File: config.mk
export PLATFORM = sky130hd
export DESIGN_NAME = tinker_mem_arbiter
export DESIGN_NICKNAME = d
export VERILOG_FILES = /design/src/rtl/tinker_mem_arbiter.sv
export SDC_FILE = /design/constraint.sdc
export NUM_CORES = 1
export LEC_CHECK = 0
export BUFFER_PORTS_ARGS = -buffer_cell sky130_fd_sc_hd__buf_2
export CAP_MARGIN = 20
export CORE_AREA = 3 3 153 155
export CTS_BUF_LIST = sky130_fd_sc_hd__clkbuf_8
export DETAILED_ROUTE_END_ITERATION = 7
export DIE_AREA = 0 0 156 158
export PLACE_DENSITY_LB_ADDON = 0.15
export SKIP_CTS_REPAIR_TIMING = 1
export SLEW_MARGIN = 20
export SYNTH_ARGS = -nofsm -noshare
export SYNTH_HDL_FRONTEND = slang
export SYNTH_SLANG_ARGS = --single-unit
export TNS_END_PERCENT = 20
File: constraint.sdc
create_clock -name clk -period 11.05 [get_ports clk]
set_clock_uncertainty 0.1 [all_clocks]
set_input_delay 1.6575 -clock clk [delete_from_list [all_inputs] [get_ports clk]]
set_output_delay 1.6575 -clock clk [all_outputs]
set_load 0.02 [all_outputs]
File: src/rtl/tinker_mem_arbiter.sv
// rtl/tinker_mem_arbiter.sv - fetch/data arbiter and fixed-latency access sequencer for one memory port
module tinker_mem_arbiter #(
  parameter int ADDR_W       = 32,
  parameter int MEM_LATENCY  = 2,
  parameter int STARVE_LIMIT = 4
) (
  input  logic              clk,
  input  logic              reset,
  input  logic              if_req_valid,
  input  logic [ADDR_W-1:0] if_req_addr,
  output logic              if_req_ready,
  input  logic              if_flush,
  output logic              if_rsp_valid,
  output logic [31:0]       if_rsp_data,
  input  logic              d_req_valid,
  input  logic              d_req_we,
  input  logic [ADDR_W-1:0] d_req_addr,
  input  logic [63:0]       d_req_wdata,
  output logic              d_req_ready,
  output logic              d_rsp_valid,
  output logic [63:0]       d_rsp_rdata,
  output logic              mem_en,
  output logic              mem_we,
  output logic [ADDR_W-1:0] mem_addr,
  output logic [63:0]       mem_wdata,
  input  logic [63:0]       mem_rdata,
  output logic              busy,
  output logic              owner
);

  typedef enum logic [1:0] {
    S_IDLE  = 2'd0,
    S_ISSUE = 2'd1,
    S_WAIT  = 2'd2,
    S_RESP  = 2'd3
  } state_t;

  localparam logic [3:0] LIMIT  = 4'(STARVE_LIMIT);
  localparam logic [3:0] LAT_M1 = 4'(MEM_LATENCY - 1);

  localparam logic OWN_FETCH = 1'b0;
  localparam logic OWN_DATA  = 1'b1;

  state_t              state_q, state_d;
  logic [3:0]          starve_cnt_q, starve_cnt_d;
  logic [3:0]          lat_cnt_q, lat_cnt_d;
  logic                drop_q, drop_d;
  logic                owner_q, owner_d;
  logic                we_q, we_d;
  logic                mem_en_q, mem_en_d;
  logic                mem_we_q, mem_we_d;
  logic [ADDR_W-1:0]   mem_addr_q, mem_addr_d;
  logic [63:0]         mem_wdata_q, mem_wdata_d;
  logic                if_rsp_valid_q, if_rsp_valid_d;
  logic [31:0]         if_rsp_data_q, if_rsp_data_d;
  logic                d_rsp_valid_q, d_rsp_valid_d;
  logic [63:0]         d_rsp_rdata_q, d_rsp_rdata_d;
  logic                busy_q, busy_d;

  logic                idle;
  logic                fetch_starved;
  logic                data_wins;
  logic                d_accept;
  logic                f_accept;

  // Grant: data has priority unless fetch has been passed over STARVE_LIMIT times in a row
  always_comb begin
    idle          = (state_q == S_IDLE);
    fetch_starved = if_req_valid & (starve_cnt_q == LIMIT);
    data_wins     = d_req_valid & ~fetch_starved;
    d_req_ready   = idle & data_wins;
    if_req_ready  = idle & if_req_valid & ~data_wins;
    d_accept      = d_req_valid & d_req_ready;
    f_accept      = if_req_valid & if_req_ready;
  end

  // Next-state and registered-output logic for the IDLE/ISSUE/WAIT/RESP sequence
  always_comb begin
    state_d        = state_q;
    starve_cnt_d   = starve_cnt_q;
    lat_cnt_d      = lat_cnt_q;
    drop_d         = drop_q;
    owner_d        = owner_q;
    we_d           = we_q;
    mem_en_d       = 1'b0;
    mem_we_d       = 1'b0;
    mem_addr_d     = mem_addr_q;
    mem_wdata_d    = mem_wdata_q;
    if_rsp_valid_d = 1'b0;
    if_rsp_data_d  = if_rsp_data_q;
    d_rsp_valid_d  = 1'b0;
    d_rsp_rdata_d  = d_rsp_rdata_q;

    case (state_q)
      S_IDLE: begin
        if (d_accept) begin
          state_d     = S_ISSUE;
          owner_d     = OWN_DATA;
          we_d        = d_req_we;
          drop_d      = 1'b0;
          mem_en_d    = 1'b1;
          mem_we_d    = d_req_we;
          mem_addr_d  = d_req_addr;
          mem_wdata_d = d_req_wdata;
          if (if_req_valid && (starve_cnt_q != LIMIT)) begin
            starve_cnt_d = starve_cnt_q + 4'd1;
          end
        end else if (f_accept) begin
          state_d      = S_ISSUE;
          owner_d      = OWN_FETCH;
          we_d         = 1'b0;
          drop_d       = if_flush;
          mem_en_d     = 1'b1;
          mem_we_d     = 1'b0;
          mem_addr_d   = if_req_addr;
          mem_wdata_d  = 64'd0;
          starve_cnt_d = 4'd0;
        end
      end
      S_ISSUE: begin
        state_d   = S_WAIT;
        lat_cnt_d = LAT_M1;
      end
      S_WAIT: begin
        if (lat_cnt_q == 4'd0) begin
          state_d = S_RESP;
          if (owner_q == OWN_DATA) begin
            d_rsp_valid_d = 1'b1;
            d_rsp_rdata_d = we_q ? 64'd0 : mem_rdata;
          end else begin
            // A flush arriving in this very cycle must also cancel the pulse
            if_rsp_valid_d = ~(drop_q | if_flush);
            if_rsp_data_d  = mem_rdata[31:0];
          end
        end else begin
          lat_cnt_d = lat_cnt_q - 4'd1;
        end
      end
      S_RESP: begin
        state_d = S_IDLE;
      end
      default: begin
        state_d = S_IDLE;
      end
    endcase

    // A flush only affects an outstanding fetch; the memory access itself still completes
    if ((state_q != S_IDLE) && (owner_q == OWN_FETCH) && if_flush) begin
      drop_d = 1'b1;
    end

    busy_d = (state_d != S_IDLE);
  end

  // State and output registers; reset abandons any in-flight access
  always_ff @(posedge clk or posedge reset) begin
    if (reset) begin
      state_q        <= S_IDLE;
      starve_cnt_q   <= 4'd0;
      lat_cnt_q      <= 4'd0;
      drop_q         <= 1'b0;
      owner_q        <= 1'b0;
      we_q           <= 1'b0;
      mem_en_q       <= 1'b0;
      mem_we_q       <= 1'b0;
      mem_addr_q     <= '0;
      mem_wdata_q    <= 64'd0;
      if_rsp_valid_q <= 1'b0;
      if_rsp_data_q  <= 32'd0;
      d_rsp_valid_q  <= 1'b0;
      d_rsp_rdata_q  <= 64'd0;
      busy_q         <= 1'b0;
    end else begin
      state_q        <= state_d;
      starve_cnt_q   <= starve_cnt_d;
      lat_cnt_q      <= lat_cnt_d;
      drop_q         <= drop_d;
      owner_q        <= owner_d;
      we_q           <= we_d;
      mem_en_q       <= mem_en_d;
      mem_we_q       <= mem_we_d;
      mem_addr_q     <= mem_addr_d;
      mem_wdata_q    <= mem_wdata_d;
      if_rsp_valid_q <= if_rsp_valid_d;
      if_rsp_data_q  <= if_rsp_data_d;
      d_rsp_valid_q  <= d_rsp_valid_d;
      d_rsp_rdata_q  <= d_rsp_rdata_d;
      busy_q         <= busy_d;
    end
  end

  // Drive outputs; the fetch pulse is gated by a flush seen during the RESP cycle itself
  always_comb begin
    mem_en       = mem_en_q;
    mem_we       = mem_we_q;
    mem_addr     = mem_addr_q;
    mem_wdata    = mem_wdata_q;
    if_rsp_valid = if_rsp_valid_q & ~if_flush;
    if_rsp_data  = if_rsp_data_q;
    d_rsp_valid  = d_rsp_valid_q;
    d_rsp_rdata  = d_rsp_rdata_q;
    busy         = busy_q;
    owner        = owner_q;
  end

endmodule

==> impl_metrics.env, run 1 <==
export IMPL_clockBufferDepth=3
export IMPL_dp_cells=1250
export IMPL_fin_crit_sh_pct=41.0
export IMPL_outcome="finished clean"
export IMPL_cp_depth=5
export IMPL_internal_power_mw=2.17
export IMPL_min_path_type="flop to flop"
export IMPL_r2r_start="state_q[0]$_DFF_PP0_"
export IMPL_rsz0062_at_grt="no"
export IMPL_synth_largest_area_cell="dfrtp_1"
export IMPL_worstPathArrival_ps=2780
export IMPL_final_core_util_pct=51.7
export IMPL_avgSynthCellArea_um2=14.0
export IMPL_max_stage_delay_ps=360
export IMPL_switching_share_pct=40.8
export IMPL_start_util_pct=39.0
export IMPL_htree_levels=2
export IMPL_power_leakage_nw=5.88
export IMPL_min_delay_start="drop_q$_DFFE_PP0P_"
export IMPL_cap_viol_max_count=0
export IMPL_finalHoldViolations=0
export IMPL_synth_warnings=0
export IMPL_critPathMaxFanout=34
export IMPL_drtIter0Drc=297
export IMPL_drive_above_1_share_pct=53.8
export IMPL_grt_ovfl_total=0
export IMPL_io_buffer_count=397
export IMPL_nFillCells=2003
export IMPL_rr_worst_depth=5
export IMPL_power_density_nw_per_um2=323
export IMPL_async_flop_share_pct=100
export IMPL_die_w_um=156
export IMPL_synth_most_common_cell="dfrtp_1"
export IMPL_slew_viol_final=0
export IMPL_startpoint_type="input port"
export IMPL_synth_seq_cells=210
export IMPL_syn_inst=611
export IMPL_crit_required_ps=9290
export IMPL_vias_per_cell=4.86
export IMPL_peakVddDrop_mv=0.164
export IMPL_pre_cts_slack_ps=6520
export IMPL_tightest_slew_ps=922
export IMPL_globalplace_congestion=0.760
export IMPL_hpwl_mm=16.5
export IMPL_end_kind="primary output"
export IMPL_cts_root_buffer="clkbuf_8"
export IMPL_dr_pass1_iters=6
export IMPL_reg2reg_to="mem_addr[22]$_DFFE_PP0P_"
export IMPL_num_antenna_cells=0
export IMPL_hold_end="if_rsp_valid_q$_DFF_PP0_"
export IMPL_antenna_found_initial=6
export IMPL_path_buf_inv=3
export IMPL_power_switching_mw=1.49
export IMPL_holdPathStages=1
export IMPL_syn_nets=816
export IMPL_grt_max_degree=129
export IMPL_cts_sinks=210
export IMPL_setup_ws_ps=6520
export IMPL_drc=0
export IMPL_slew_limit_headroom_pct=38.6
export IMPL_cp_cell_sequence="buf_2, nand2_1, a21oi_2, buf_4, buf_2"
export IMPL_worstSetupPathType="input port to primary output"
export IMPL_vias=6381
export IMPL_netlist_area_um2=8560
export IMPL_first_global_vias=6373
export IMPL_antenna_left=0
export IMPL_cts_buffers=37
export IMPL_crit_slowest_cell="buf_4"
export IMPL_setup_viol=0
export IMPL_clock_latency_ps=500
export IMPL_core_area_um2=22000
export IMPL_rows=54
export IMPL_r2r_slack_ps=8550
export IMPL_yosysTopAreaCellShare_pct=61.4
export IMPL_min_period_ps=4530
export IMPL_grt_pass1_wl_mm=35.6
export IMPL_setup_tns_ps=0
export IMPL_track_usage_pct=18.3
export IMPL_wl_mm=23.7
export IMPL_cts_tree="done"
export IMPL_io_pins=398
export IMPL_die_h_um=158
export IMPL_fin_nets=1214
export IMPL_dieArea_um2=24600
export IMPL_comb_power_share_pct=46.1
export IMPL_cp_top_family="buffers and inverters"
export IMPL_yosys_top_cells_count="dfrtp_1 (210), mux2_2 (96), nor2b_1 (67), a22o_1 (65), and2_1 (34)"
export IMPL_pwr_share_seq_pct=36.4
export IMPL_syn_to_final_growth_pct=32.7
export IMPL_cp_common_cell="buf_2"
export IMPL_clkPwrFrac_pct=17.5
export IMPL_yosysSeqAreaShare_pct=61.4
export IMPL_path_clk_slew_ps=60
export IMPL_clock_fmax_mhz=221
export IMPL_synth_edf_count=0
export IMPL_ys_types=40
export IMPL_instances_no_fill=1312
export IMPL_routedWlPerCell_um=18.0
export IMPL_synth_flop_cell="dfrtp_1"
export IMPL_yosys_top_cells_area="dfrtp_1 (61%), mux2_2 (13%), a22o_1 (6.7%)"
-- layout by cell type, fill, tap and decap left out, types with 2 or more instances in the layout --
| cell type | Yosys | routed |
|---|---|---|
| and2_1 | 34 | 34 |
| clkinv_2 | 0 | 3 |
| nor2_1 | 2 | 2 |
| buf_2 | 16 | 397 |
| a22o_1 | 65 | 65 |
| clkbuf_8 | 0 | 41 |
| a221o_1 | 32 | 32 |
| clkinvlp_4 | 0 | 3 |
| or4b_1 | 2 | 2 |
| mux2_2 | 96 | 96 |
| dfrtp_1 | 210 | 209 |
| o21ai_0 | 4 | 4 |
| buf_4 | 4 | 6 |
| nand2_1 | 5 | 5 |
| nand3_1 | 6 | 5 |
| ha_1 | 7 | 7 |
| a21oi_1 | 2 | 2 |
| inv_1 | 11 | 25 |
| nor2b_1 | 67 | 67 |
-- worst register-to-register path: cells and delay by family (launching register included) --
family / cells / cell delay, ps
buffers and inverters: 2 / 810
and+or+nand+nor: 1 / 430
DFF: 1 / 410
adders and majority gates: 1 / 350
AOI/OAI and AO/OA: 1 / 340
-- power by group through the flow --
| stage | sequential (mW) | clock, mW | combinational (mW) |
|---|---|---|---|
| after floorplan | 1.79 | 0 | 0.676 |
| after global placement | 1.34 | 0 | 1.71 |
| after detailed placement | 1.34 | 0 | 1.73 |
| after CTS | 1.34 | 0.673 | 1.72 |
| after global routing | 1.38 | 0.704 | 1.82 |
| final | 1.34 | 0.641 | 1.69 |
-- routing by layer --
layer | share of wire (%) | vias to the layer above | global-route usage (%)
met4 | 1.9 | 10 | 4.96
met5 | 0.29 | - | 0
met2 | 50 | 280 | 30.4
met3 | 9.6 | 46 | 7.14
met1 | 39 | 3051 | 22.4
li1 | - | 2994 | -
-- registers in the layout (all words and copies together) (netlist names) --
signal          count
d_rsp_rdata        64
busy                1
d_rsp_valid         1
if_rsp_valid_q      1
mem_en              1
owner               1
drop_q              1
lat_cnt_q           4
if_rsp_data        32
starve_cnt_q        4
mem_addr           32
mem_wdata          64
state_q             2
mem_we              1
we_q                1
-- worst max-delay path by stage --
| stage | from | end | slack, ps |
|---|---|---|---|
| after floorplan | reset | busy$_DFF_PP0_ | 3550 |
| after global placement | if_req_valid | if_req_ready | 6540 |
| after detailed placement | if_req_valid | if_req_ready | 6520 |
| after CTS | if_req_valid | if_req_ready | 6520 |
| after global routing | if_req_valid | if_req_ready | 6370 |
| final | if_req_valid | if_req_ready | 6520 |
-- cell type report --
cell class / instances / area [µm²] / area share [%]
tap: 280 / 350 / 3.08
inverter: 11 / 48.8 / 0.430
clock inverter: 21 / 93.8 / 0.826
sequential: 210 / 5260 / 46.3
multi-input combinational: 345 / 3000 / 26.4
timing repair buffer: 404 / 2040 / 18.0
clock buffer: 41 / 564 / 4.97
-- through the flow --
| step | power, mW | hold WS [ps] | cell area [µm²] |
|---|---|---|---|
| 2_1_floorplan | 2.47 | 321 | 8560 |
| 3_3_place_gp | 3.05 | 353 | 10700 |
| 3_5_place_dp | 3.07 | 349 | 10700 |
| 4_1_cts | 3.73 | 360 | 11400 |
| 5_1_grt | 3.91 | 389 | 11400 |
| 6_report | 3.67 | 356 | 11400 |
-- kinds of logic after synthesis --
group                      after synthesis  share of synthesized area (%)
and+or+nand+nor                        125                           9.14
muxes                                   97                           12.7
buffers and inverters                   56                           3.74
AOI/OAI and AO/OA                      114                           11.7
xor gates and xnor gates                 2                          0.205
DFF                                    210                           61.4
adders and majority gates                7                           1.02
Note: power is estimated with default switching activity, not from simulation.
==> run 2, diff against run 1 <==
Settings changed: ABC_AREA set to 1.
Clock period 11.05 ns to 3.8 ns, I/O delays scaled along.
==> impl_metrics.env, run 2 <==
export IMPL_finalPower_mw=10.6
export IMPL_nFillCells=2175
export IMPL_ys_types=21
export IMPL_vias=7896
export IMPL_drive_above_1_share_pct=34.0
export IMPL_power_leakage_nw=6.68
export IMPL_end_kind="primary output"
export IMPL_comb_power_share_pct=44.7
export IMPL_drc=0
export IMPL_grt_ovfl_total=0
export IMPL_crit_required_ps=3130
export IMPL_worstSetupPathType="flop to primary output"
export IMPL_yosysTopAreaCellShare_pct=60.9
export IMPL_antenna_found_initial=3
export IMPL_htree_levels=2
export IMPL_cts_tree="done"
export IMPL_fin_crit_sh_pct=81.7
export IMPL_worstPathArrival_ps=2430
export IMPL_switching_share_pct=44.3
export IMPL_die_w_um=156
export IMPL_slew_viol_final=0
export IMPL_core_area_um2=22000
export IMPL_clockBufferDepth=3
export IMPL_internal_power_mw=5.91
export IMPL_antenna_left=0
export IMPL_startpoint_type="flop"
export IMPL_cp_startpoint="state_q[0]$_DFF_PP0_"
export IMPL_power_switching_mw=4.70
export IMPL_outcome="finished clean"
export IMPL_rows=54
export IMPL_globalplace_congestion=0.794
export IMPL_tightest_slew_ps=935
export IMPL_dr_pass1_iters=5
export IMPL_pwr_share_seq_pct=36.8
export IMPL_setup_tns_ps=0
export IMPL_setup_viol=0
export IMPL_synth_most_common_cell="nand2_1"
export IMPL_rr_worst_depth=7
export IMPL_gr_usage_met2_pct=35.3
export IMPL_synth_largest_area_cell="dfrtp_1"
export IMPL_synth_flop_cell="dfrtp_1"
export IMPL_path_clk_slew_ps=60
export IMPL_yosys_top_cells_area="dfrtp_1 (61%), nand2_1 (18%), nand3_1 (7.8%)"
export IMPL_fin_nets=1560
export IMPL_grt_util_met3_pct=6.01
export IMPL_hpwl_mm=18.8
export IMPL_io_buffer_count=397
export IMPL_clock_fmax_mhz=322
export IMPL_wl_mm=27.2
export IMPL_start_util_pct=39.3
export IMPL_final_core_util_pct=52.1
export IMPL_avgSynthCellArea_um2=8.92
export IMPL_routedWlPerCell_um=16.4
export IMPL_r2r_slack_ps=1250
export IMPL_setup_ws_ps=697
export IMPL_reg2reg_to="mem_wdata[60]$_DFFE_PP0P_"
export IMPL_place_area_um2=10700
export IMPL_async_flop_share_pct=100
export IMPL_syn_to_final_growth_pct=32.7
export IMPL_yosysSeqAreaShare_pct=60.9
export IMPL_cap_viol_max_count=0
export IMPL_first_global_vias=7792
export IMPL_final_cell_mix="nand2_1 (406), buf_2 (397), dfrtp_1 (210)"
export IMPL_min_path_type="input port to async pin"
export IMPL_slew_limit_headroom_pct=37.7
export IMPL_r2r_start="state_q[0]$_DFF_PP0_"
export IMPL_min_period_ps=3100
export IMPL_yosys_top_cells_count="nand2_1 (406), dfrtp_1 (210), nand3_1 (135), inv_1 (49), o21ai_0 (37)"
export IMPL_rsz0062_at_grt="no"
export IMPL_synth_warnings=0
export IMPL_die_h_um=158
export IMPL_vias_per_cell=4.76
export IMPL_track_usage_pct=21.2
export IMPL_cts_buffers=38
export IMPL_clkPwrFrac_pct=18.5
export IMPL_synth_seq_cells=210
export IMPL_drtIter0Drc=536
export IMPL_syn_inst=967
export IMPL_pre_cts_slack_ps=1200
export IMPL_grt_max_degree=107
export IMPL_cp_endpoint="if_req_ready"
export IMPL_power_density_nw_per_um2=927
export IMPL_peakVddDrop_mv=0.456
export IMPL_io_pins=398
export IMPL_grt_pass1_wl_mm=41.7
export IMPL_cts_root_buffer="clkbuf_8"
export IMPL_critPathMaxFanout=22
export IMPL_synth_edf_count=0
export IMPL_mostFrequentLayoutCell="nand2_1"
export IMPL_netlist_area_um2=8620
export IMPL_cts_sinks=210
export IMPL_finalHoldViolations=0
export IMPL_dieArea_um2=24600
export IMPL_syn_nets=1172
export IMPL_grt_busiest_layer="met2"
export IMPL_met1_usage_pct=26.7
export IMPL_fin_area_um2=11400
export IMPL_clock_latency_ps=500
## run 2: changes by cell type after synthesis, sizes merged, moves of 32 or more
cell,before,now
nand2,5,406
nand3,6,136
mux2,96,0
nor2b,67,0
a22o,65,0
inv,11,53
and2,34,0
nand4,0,34
o21ai,5,39
a221o,32,0
## run 2: area by class of cell
class                      count  area, µm²  area share (%)
timing repair buffer         410       2110            18.4
clock inverter                15       61.3           0.536
sequential                   210       5260            45.9
clock buffer                  46        633            5.53
antenna                        2       5.00          0.0437
multi-input combinational    642       2830            24.7
inverter                      53        205            1.79
tap                          280        350            3.06
## run 2: worst min-delay path by stage
stage | to | cells after the start | from | slack, ps
after floorplan | if_rsp_valid_q$_DFF_PP0_ | 1 | drop_q$_DFFE_PP0P_ | 310
after global placement | d_rsp_rdata[61]$_DFFE_PP0P_ | 2 | d_rsp_rdata[61]$_DFFE_PP0P_ | 360
after detailed placement | if_rsp_valid_q$_DFF_PP0_ | 1 | drop_q$_DFFE_PP0P_ | 360
after CTS | mem_wdata[42]$_DFFE_PP0P_ | 3 | d_req_wdata[42] | 110
after global routing | mem_wdata[62]$_DFFE_PP0P_ | 3 | d_req_wdata[62] | 130
final | d_rsp_rdata[11]$_DFFE_PP0P_ | 3 | reset | 130
## run 2: power groups by stage
stage | combinational, mW | sequential (mW) | clock [mW]
after detailed placement | 4.82 | 3.91 | 0
after CTS | 4.82 | 3.91 | 2.03
final | 4.74 | 3.91 | 1.96
after global routing | 5.23 | 4.04 | 2.15
after global placement | 4.74 | 3.91 | 0
after floorplan | 1.76 | 5.20 | 0
## run 2: per-stage QoR
step,hold WS [ps],cells
final,131,1658
after global routing,127,1657
after floorplan,309,967
after CTS,113,1656
after detailed placement,356,1595
after global placement,356,1595
## run 2: kinds of logic after synthesis
logic type / after synthesis / share of synthesized area (%)
flip-flops: 210 / 60.9
buffers and inverters: 115 / 6.46
adder cells (fa/ha/maj): 7 / 1.02
XOR/XNOR: 2 / 0.203
AND/OR/NAND/NOR: 590 / 28.9
AO/OA/AOI/OAI: 43 / 2.52
## run 2: layer usage
metal	part of all wire (%)	wire length, µm
met5	0.077	21
met4	2.3	630
met3	8.7	2370
met2	49	13200
met1	40	10900
## run 2: worst max-delay path, stage by stage (launching register included)
cell and delay, ps:
dfrtp_1 400, inv_1 100, ha_1 750, nand2_1 260, inv_2 100, nand2_1 70, inv_1 90, buf_2 170
==> run 3, diff against run 2 <==
Settings changed: ABC_AREA 1 to 0, CORE_AREA 3 3 153 155 to 3 3 155 157, DIE_AREA 0 0 156 158 to 0 0 158 160.
Clock period 3.8 ns to 3 ns, I/O delays scaled along.
==> impl_metrics.env, run 3 (synthesis results as in run 1) <==
export IMPL_power_switching_mw=5.66
export IMPL_crit_slowest_cell="dfrtp_1"
export IMPL_start_util_pct=37.8
export IMPL_syn_to_final_growth_pct=36.3
export IMPL_vias=6471
export IMPL_cts_sinks=210
export IMPL_r2r_slack_ps=720
export IMPL_outcome="finished clean"
export IMPL_track_usage_pct=19.2
export IMPL_max_stage_delay_ps=400
export IMPL_min_period_ps=2670
export IMPL_clock_latency_ps=510
export IMPL_grt_ovfl_total=0
export IMPL_worstPathArrival_ps=2120
export IMPL_rsz0062_at_grt="no"
export IMPL_finalHoldViolations=0
export IMPL_final_core_util_pct=51.5
export IMPL_rows=55
export IMPL_wl_mm=25.3
export IMPL_routedWlPerCell_um=19.0
export IMPL_slew_viol_final=0
export IMPL_end_kind="primary output"
export IMPL_cp_cell_sequence="inv_1, ha_1, nand2_1, a21oi_2, buf_2"
export IMPL_clockBufferDepth=3
export IMPL_mostFrequentLayoutCell="buf_2"
export IMPL_fin_nets=1227
export IMPL_cts_tree="done"
export IMPL_switching_share_pct=40.4
export IMPL_first_global_vias=6642
export IMPL_pwr_share_seq_pct=35.7
export IMPL_die_h_um=160
export IMPL_cap_viol_max_count=0
export IMPL_slew_limit_headroom_pct=44.2
export IMPL_register_area_um2=5260
export IMPL_htree_levels=2
export IMPL_critPathMaxFanout=9
export IMPL_r2r_start="lat_cnt_q[0]$_DFFE_PP0P_"
export IMPL_crit_required_ps=2450
export IMPL_dieArea_um2=25300
export IMPL_grt_max_degree=66
export IMPL_drive_above_1_share_pct=54.6
export IMPL_drc=0
export IMPL_fin_crit_sh_pct=89.0
export IMPL_grt_pass1_wl_mm=37.9
export IMPL_tightest_slew_ps=835
export IMPL_antenna_found_initial=4
export IMPL_antenna_left=0
export IMPL_core_area_um2=22600
export IMPL_dr_pass1_iters=4
export IMPL_vias_per_cell=4.85
export IMPL_power_leakage_nw=6.03
export IMPL_startpoint_type="flop"
export IMPL_io_buffer_count=397
export IMPL_cts_root_buffer="clkbuf_8"
export IMPL_die_w_um=158
export IMPL_clock_fmax_mhz=374
export IMPL_multi_input_area_um2=3000
export IMPL_nFillCells=2101
export IMPL_min_path_type="input port to async pin"
export IMPL_clkPwrFrac_pct=19.2
export IMPL_peakVddDrop_mv=0.544
export IMPL_finalPower_mw=14.0
export IMPL_worstSetupPathType="flop to primary output"
export IMPL_rr_worst_depth=6
export IMPL_setup_viol=0
export IMPL_io_pins=398
export IMPL_cts_buffers=37
export IMPL_drtIter0Drc=280
export IMPL_path_clk_slew_ps=60
export IMPL_hpwl_mm=18.7
export IMPL_reg2reg_to="if_rsp_data[30]$_DFFE_PP0P_"
export IMPL_internal_power_mw=8.37
export IMPL_final_cell_mix="buf_2 (397), dfrtp_1 (209), mux2_2 (96)"
export IMPL_setup_tns_ps=0
export IMPL_comb_power_share_pct=45.1
export IMPL_power_density_nw_per_um2=1200
export IMPL_globalplace_congestion=0.812
## run 3: changes by cell type in the layout (fill, tap and decap cells not counted), moves of 34 or more
cell | before | now
nand2_1 | 406 | 5
nand3_1 | 135 | 5
and2_1 | 0 | 34
nor2b_1 | 0 | 67
a22o_1 | 0 | 65
inv_1 | 61 | 24
mux2_2 | 0 | 96
## run 3: power groups by stage
| stage | clock [mW] | combinational [mW] | sequential, mW |
|---|---|---|---|
| 2_1_floorplan | 0 | 2.49 | 6.60 |
| 3_3_place_gp | 0 | 6.35 | 5.03 |
| 3_5_place_dp | 0 | 6.45 | 5.03 |
| 4_1_cts | 2.78 | 6.43 | 5.02 |
| 5_1_grt | 2.92 | 6.78 | 5.21 |
| 6_report | 2.69 | 6.33 | 5.01 |
## run 3: metal layers
metal	share of wire [%]	GRT usage (%)
met5	0.11	0
met1	39	23.2
met2	48	32.3
met4	2.3	5.98
met3	9.9	6.40
## run 3: layout make-up
| class | count | area share, % |
|---|---|---|
| Inverter | 11 | 0.386 |
| Timing Repair Buffer | 417 | 19.2 |
| Antenna cell | 1 | 0.0215 |
| Tap cell | 285 | 3.06 |
| Multi-Input combinational cell | 345 | 25.8 |
| Sequential cell | 210 | 45.1 |
| Clock inverter | 21 | 1.22 |
| Clock buffer | 45 | 5.31 |
## run 3: through the flow
stage	area (µm²)	instances	hold slack (ps)	worst slack, ps
2_1_floorplan	8560	611	321	-278
3_3_place_gp	10900	1268	363	762
3_5_place_dp	10900	1268	350	699
4_1_cts	11700	1334	4.38	248
5_1_grt	11700	1334	9.80	103
6_report	11700	1335	13.5	329
## run 3: worst max-delay path, delay by kind of cell (launching register included)
kind | cells | cell delay, ps
AOI/OAI and AO/OA | 1 | 300
buffers and inverters | 2 | 320
adders and majority gates | 1 | 360
and+or+nand+nor | 1 | 240
DFF | 1 | 400
## run 3: worst max path at each step
stage	end	slack (ps)	start	depth (start not counted)
after floorplan	busy$_DFF_PP0_	-280	reset	1
after global placement	if_rsp_data[27]$_DFFE_PP0P_	760	lat_cnt_q[0]$_DFFE_PP0P_	6
after detailed placement	if_rsp_data[23]$_DFFE_PP0P_	700	lat_cnt_q[0]$_DFFE_PP0P_	6
after CTS	if_req_ready	250	state_q[0]$_DFF_PP0_	5
after global routing	if_req_ready	100	state_q[0]$_DFF_PP0_	5
final	if_req_ready	330	state_q[0]$_DFF_PP0_	5
